## config.mk

```make
export PLATFORM = sky130hd
export DESIGN_NAME = irq_priority_encoder
export DESIGN_NICKNAME = d
export VERILOG_FILES = /design/src/rtl/irq_priority_encoder.sv
export SDC_FILE = /design/constraint.sdc
export NUM_CORES = 1
export LEC_CHECK = 0
export CORE_ASPECT_RATIO = 1.5
export CORE_UTILIZATION = 28
export CTS_BUF_LIST = sky130_fd_sc_hd__clkbuf_4 sky130_fd_sc_hd__clkbuf_8 sky130_fd_sc_hd__clkbuf_16
export CTS_CLUSTER_SIZE = 14
export DETAILED_ROUTE_END_ITERATION = 8
export GPL_ROUTABILITY_DRIVEN = 0
export SYNTH_ARGS = -nofsm -noshare
export SYNTH_HDL_FRONTEND = slang
export SYNTH_SLANG_ARGS = --single-unit
export TNS_END_PERCENT = 20
```

## constraint.sdc

```tcl
create_clock -name CLK -period 2.5 [get_ports CLK]
set_clock_uncertainty 0.2 [all_clocks]
set_input_delay 0.375 -clock CLK [delete_from_list [all_inputs] [get_ports CLK]]
set_output_delay 0.375 -clock CLK [all_outputs]
set_load 0.1 [all_outputs]
```

## src/rtl/irq_priority_encoder.sv

```systemverilog
// 68000-style interrupt priority encoder: synchronises seven active-low requests,
// encodes the highest pending level onto nIPL and holds it off after an acknowledge.
// Define IRQ_EDGE_LATCH_EN for edge-latched requests cleared by IACK; default is level-sensitive.
module irq_priority_encoder (
  input  logic       CLK,
  input  logic       RESET,
  input  logic [6:0] nIRQ,
  input  logic       IACK,
  input  logic [2:0] IACK_LEVEL,
  output logic [2:0] nIPL,
  output logic [6:0] PENDING,
  output logic       IRQ_ACTIVE,
  output logic [1:0] o_state
);

  typedef enum logic [1:0] {
    IDLE     = 2'd0,
    ACTIVE   = 2'd1,
    ACK_HOLD = 2'd2
  } state_t;

  logic [6:0] r_s1;
  logic [6:0] r_s2;
  logic [6:0] r_pending;
  logic [2:0] r_cand;
  logic [2:0] r_nipl;
  logic       r_active;
  logic       r_hold;
  state_t     r_state;

  logic [6:0] w_pending_nxt;
  logic [2:0] w_level;
  logic       w_ack;
  logic       w_load;
  state_t     w_state_nxt;
  logic [2:0] w_nipl_nxt;
  logic       w_hold_nxt;

  // An acknowledge naming level 0 is not a real acknowledge and is ignored.
  assign w_ack  = IACK && (IACK_LEVEL != 3'd0);
  assign w_load = (r_cand == w_level);

`ifdef IRQ_EDGE_LATCH_EN
  logic [6:0] r_prev;
  logic [6:0] w_fall;
  logic [6:0] w_clr;

  assign w_fall = r_prev & ~r_s2;

  always_comb begin
    w_clr = 7'd0;
    if (w_ack) w_clr[IACK_LEVEL - 3'd1] = 1'b1;
    // A new falling edge wins over a same-edge acknowledge clear.
    w_pending_nxt = (r_pending & ~w_clr) | w_fall;
  end

  always_ff @(posedge CLK or posedge RESET) begin
    if (RESET) r_prev <= 7'h7F;
    else       r_prev <= r_s2;
  end
`else
  assign w_pending_nxt = ~r_s2;
`endif

  always_comb begin
    w_level = 3'd0;
    for (int k = 0; k < 7; k++) begin
      if (r_pending[k]) w_level = 3'(k + 1);
    end
  end

  always_comb begin
    w_state_nxt = r_state;
    w_nipl_nxt  = r_nipl;
    w_hold_nxt  = r_hold;
    if (w_ack) begin
      w_state_nxt = ACK_HOLD;
      w_nipl_nxt  = 3'b111;
      w_hold_nxt  = 1'b1;
    end else begin
      case (r_state)
        ACK_HOLD: begin
          if (r_hold) begin
            w_hold_nxt = 1'b0;
          end else if (w_load && (w_level != 3'd0)) begin
            w_state_nxt = ACTIVE;
            w_nipl_nxt  = ~w_level;
          end else begin
            w_state_nxt = IDLE;
            w_nipl_nxt  = 3'b111;
          end
        end
        default: begin
          // Only a level that has been stable for two cycles reaches the CPU.
          if (w_load) begin
            w_nipl_nxt  = ~w_level;
            w_state_nxt = (w_level != 3'd0) ? ACTIVE : IDLE;
          end
        end
      endcase
    end
  end

  always_ff @(posedge CLK or posedge RESET) begin
    if (RESET) begin
      r_s1      <= 7'h7F;
      r_s2      <= 7'h7F;
      r_pending <= 7'd0;
      r_cand    <= 3'd0;
      r_nipl    <= 3'b111;
      r_active  <= 1'b0;
      r_hold    <= 1'b0;
      r_state   <= IDLE;
    end else begin
      r_s1      <= nIRQ;
      r_s2      <= r_s1;
      r_pending <= w_pending_nxt;
      r_cand    <= w_level;
      r_nipl    <= w_nipl_nxt;
      r_active  <= (w_nipl_nxt != 3'b111);
      r_hold    <= w_hold_nxt;
      r_state   <= w_state_nxt;
    end
  end

  assign nIPL       = r_nipl;
  assign PENDING    = r_pending;
  assign IRQ_ACTIVE = r_active;
  assign o_state    = r_state;

endmodule

```

## Word-level counts from Yosys, hierarchy flattened

Cells that the tools add are included.
Widths: inputs -> output; s select.

| storage, ports and cells | value |
|---|---|
| memories kept | 0 |
| output and inout port bits | 13 |
| input port bits | 13 |
| bits in registers | 31 |
| memory bits (writable) | 0 |
| latch bits | 0 |
| memory bits (read-only) | 0 |
| word-level logic and storage cells | 41 |

| operators by class | value |
|---|---|
| mux-type cells | 20 |
| magnitude comparators | 0 |
| $mul | 0 |
| div/mod/pow operators | 0 |
| bitwise gates (word level) | 2 |
| reductions and logical operators | 7 |
| add/subtract/negate cells | 0 |
| shift operators | 0 |
| equal/unequal tests | 4 |

Operators by type and width:

| cell | number |
|---|---|
| $mux 3 | 11 |
| $reduce_bool 3->1 | 3 |
| $mux 2 | 4 |
| $not 7->7 | 1 |
| $ne 3x3->1 const B | 2 |
| $mux 1 | 5 |
| $eq 3x3->1 | 1 |
| $not 3->3 | 1 |
| $eq 2x2->1 const B | 1 |
| $logic_and 1x1->1 | 2 |
| $reduce_and 2->1 | 1 |
| $reduce_bool 2->1 | 1 |

## Logic depth before layout (Yosys ltp)

Gate-level depths: netlist of run 1.

| logic depth | value |
|---|---|
| depth in word-level cells | 14 |
| gate-level depth with buffers | 6 |
| depth with buffers taken out | 6 |

## Worst setup path after synthesis of run 1

OpenSTA, ideal clock, no wires.

| timing | value |
|---|---|
| kind | flip-flop to flip-flop |
| start point | register r_pending[1] (netlist: PENDING[1]) |
| end point | register r_state[0] (netlist: o_state[0]) |
| setup time | 0.100 ns |
| path buffers | 0 |
| arrival | 2.182 ns |
| required time | 2.200 ns |
| stages on the path, launching flop included | 7 |
| setup slack | 0.018 ns |
| clock period less this slack | 2.482 ns |
| cells stage by stage | dfrtp_1 nand2b_1 a221oi_1 or3_1 a21boi_4 a21oi_2 a311oi_1 |

| between the ends | value |
|---|---|
| longest elaborated chain between the ends | 12 |
| elaborated cells on any way between the ends | 17 |
| those cells by class | eq/ne: 1; mux: 12; reduce/logical: 4 |

RTL lines:

| item | line | source |
|---|---|---|
| start: declaration | 24 | `logic [6:0] r_pending;` |
| start signal: assignment | 117 | `r_pending <= w_pending_nxt;` |
| $mux 3 * (6 in series) | 68 | `if (r_pending[k]) w_level = 3'(k + 1);` |
| $eq 3x3->1 or $reduce_bool 3->1 (tied branches) | 41, 85, 97 |  |
| $logic_and 1x1->1 | 85 | `end else if (w_load && (w_level != 3'd0)) begin` |
| $mux 1 | 85 |  |
| $mux 2 | 83 | `if (r_hold) begin` |
| $mux 2 | 81 | `case (r_state)` |
| $mux 2 | 76 | `if (w_ack) begin` |
| end signal: assignment | 122 | `r_state <= w_state_nxt;` |
| end: declaration | 29 | `state_t r_state;` |

Every way passes the cells marked *; elsewhere a longest branch is shown, timed or not. The select of a mux whose other input is x is not followed.
A chain may end at the register's enable or synchronous reset.

## Worst setup path after layout of run 1

| timing | value |
|---|---|
| start point | register r_pending[1] (netlist: PENDING[1]) |
| end point | register r_active (netlist: IRQ_ACTIVE) |

| between the ends | value |
|---|---|
| longest elaborated chain between the ends | 13 |
| elaborated cells on any way between the ends | 16 |
| those cells by class | eq/ne: 2; mux: 11; bitwise: 1; reduce/logical: 2 |

RTL lines:

| item | line | source |
|---|---|---|
| $mux 3 * (6 in series) | 68 |  |
| $eq 3x3->1 or $reduce_bool 3->1 (tied branches) | 41, 85 |  |
| $logic_and 1x1->1 | 85 |  |
| $mux 3 | 85 |  |
| $mux 3 | 83 |  |
| $mux 3 * | 81 |  |
| $mux 3 * | 76 |  |
| $ne 3x3->1 * | 120 | `r_active <= (w_nipl_nxt != 3'b111);` |
| end signal: assignment | 120 |  |
| end: declaration | 27 | `logic r_active;` |

Every way passes the cells marked *; elsewhere a longest branch is shown, timed or not.

==> results.yml, run 1 <==
floorplan:
  ios: 26
  core_um2: 3960
  initial_utilization: 0.292
  die_area_um2: 4390
  num_rows: 28
  fp.dieW_um: 54.4
  die_h_um: 80.7
clock_tree:
  cts_hold_buf: 0
  ctsResizeCount: 0
  clkLatencyLatePin_ps: 270
  cts_max_path_buffers: 2
  clk_pin_slew_ps: 60
  cts_tree: "built"
  cts_buffers: 5
  cts.sinks: 31
  cts_root_buffer: "clkbuf_8"
  cts_max_level: 2
  post-cts-setup-buffers: 0
layout:
  fin_cells: 167
  syn_to_final_growth_pct: 35.2
  num_antenna_cells: 0
  drive_gt1_frac: 0.361
  fin_nets: 134
sta:
  setup_viol: 0
  final-hold-violation-count: 0
  rsz0062_at_grt: "false"
  max_freq_ghz: 0.467
  min_period_ps: 2140
  period_share: 0.856
  max-slew-margin-rel: 0.623
  tns_ps: 0
  slew_viol_final: 0
  tightest_slew_ps: 566
setup_path:
  r2r-start: "PENDING[1]"
  slowest_stage: "a221oi_1"
  critPathRequiredTime_ps: 2440
  cp-start-kind: "register"
  critPathMaxStageDelay_ps: 510
  crit_family: "compound AO/OA/AOI/OAI gates"
  crit_chain: "nand2b_1 > a221oi_1 > o21ai_1 > a21boi_4 > o22a_1 > o211ai_1"
  reg2reg_depth: 6
  cp-end-kind: "register"
  r2r_setup_slack_ps: 360
  r2r_end: "IRQ_ACTIVE"
  crit_arrival_ps: 2080
  worstSetupPathType: "reg2reg"
  crit_buf_inv: 0
  crit_fanout: 6
synth:
  yosys-top-cells-area: "dfstp_2 (39%), dfrtp_1 (30%), inv_1 (3.3%), nor2_1 (2.3%), o21a_1 (2.0%)"
  synth_common_cells: "dfstp_2 (17), dfrtp_1 (14), inv_1 (10)"
  synthArstFlopShare: 1.00
  ys.flop_type: "dfstp_2"
  yosysTopAreaCellShare: 0.387
  synth_warnings: 0
  syn-num-nets: 100
  synth_cells: 87
  synth_edf_count: 0
  synth_most_common_cell: "dfstp_2"
  ys_seq_area_frac: 0.690
  yosys.area.top_type: "dfstp_2"
  avgSynthCellArea_um2: 13.3
  syn_area_um2: 1150
  ys_types: 33
  synth-seq-cells: 31
grt:
  grt_max_degree: 32
  antenna_found_initial: 0
  grt_pass1_wl_um: 3460
  grt_overflow_total: 0
  grt_use_total: 0.114
  grt_pass1_vias: 819
detailed_routing:
  firstDrtPassIters: 4
  num_vias: 801
  first_iter_violations: 22
  viasPerCell: 4.80
  wire_per_inst_um: 12.2
  drtAntennaViolNets: 0
  routed_wl_um: 2040
  drc: 0
place:
  hpwlAfterDp_um: 1520
  placedCellCount: 159
  io_buffers: 25
power:
  power_mw: 1.43
  leakagePower_nw: 0.678
  power_density_nw_per_um2: 914
  ir_worst_vdd_v: 0.000641
hold_path:
  hold_class: "reg2reg"
  hold_start: "r_s1[1]"
  holdPathEnd: "r_s2[1]"
  whs_path_depth: 0
run:
  max_cap_violations: 0
run_status:
  outcome: "complete, no violations"
kinds of logic after synthesis:
| group | count (synthesis) | share of synthesized area |
|---|---|---|
| flops | 31 | 0.690 |
| compound gates | 22 | 0.164 |
| simple gates | 23 | 0.106 |
| buf+inv | 10 | 0.0325 |
| xor+xnor | 1 | 0.00759 |
routing by layer:
metal	part of all wire	vias to the layer above	GRT usage
met2	0.53	29	0.178
met4	0.029	0	0.0718
met1	0.37	396	0.127
met3	0.061	7	0.0379
li1	-	369	-
met5	0	-	0
worst max-delay path by stage:
stage,endpoint,slack (ps),startpoint,cells past startpoint
2_1_floorplan,o_state[0],20,PENDING[1],6
3_3_place_gp,IRQ_ACTIVE,430,PENDING[1],6
3_5_place_dp,IRQ_ACTIVE,380,PENDING[1],6
4_1_cts,IRQ_ACTIVE,370,PENDING[1],6
5_1_grt,IRQ_ACTIVE,220,PENDING[1],6
6_report,IRQ_ACTIVE,360,PENDING[1],6
metrics by stage:
step           cell area (um^2)  worst slack (ps)  hold WS [ps]   util
2_1_floorplan              1150              18.3           145      -
3_3_place_gp               1440               429           146  0.365
3_5_place_dp               1440               377           147  0.365
4_1_cts                    1560               367           151  0.394
5_1_grt                    1560               220           152  0.394
6_report                   1560               360           153  0.394
flip-flops by register name, indices dropped and copies added (netlist names):
register / count
PENDING: 7
IRQ_ACTIVE: 1
r_hold: 1
r_s2: 7
r_s1: 7
o_state: 2
nIPL: 3
r_cand: 3
cell usage in the layout (no fill, tap or decap), drive strengths merged:
cell,count
dfstp,17
xnor2,1
dfrtp,14
inv,10
or3,1
clkdlybuf4s50,12
or2,1
a21o,1
o21a,3
a221oi,1
clkbuf,6
nand3b,1
nand4,2
buf,15
a21boi,1
o31a,1
nor2b,1
a311oi,1
nor2,7
o21ai,2
o221ai,1
bufinv,1
nor4,1
o22a,1
nand2,5
o31ai,2
nand2b,3
clkinv,1
and2,1
o211ai,1
a21oi,3
o2111ai,1
a31oi,2
o211a,1
final cells by class:
| type | count | area, um^2 |
|---|---|---|
| clock buffer | 6 | 82.6 |
| sequential | 31 | 797 |
| inverter | 10 | 37.5 |
| multi-input combinational | 46 | 320 |
| clock inverter | 2 | 35.0 |
| tap | 45 | 56.3 |
| timing repair buffer | 27 | 233 |
| fill | 396 | 2400 |
report_power, final:
group          switching, mW  leakage [nW]  internal, mW
clock network          0.173        0.0612         0.322
registers             0.0309         0.338         0.556
logic                  0.252         0.278        0.0935
(Power assumes the default switching activity.)
==> run 2: changes to the inputs <==
--- a/config.mk
+++ b/config.mk
@@ -11,6 +11,7 @@
 export CTS_CLUSTER_SIZE = 14
 export DETAILED_ROUTE_END_ITERATION = 8
 export GPL_ROUTABILITY_DRIVEN = 0
+export SLEW_MARGIN = 10
 export SYNTH_ARGS = -nofsm -noshare
 export SYNTH_HDL_FRONTEND = slang
 export SYNTH_SLANG_ARGS = --single-unit
==> results of run 2 <==
Same layout as run 1: the final DEF is identical, and so are final timing and power.
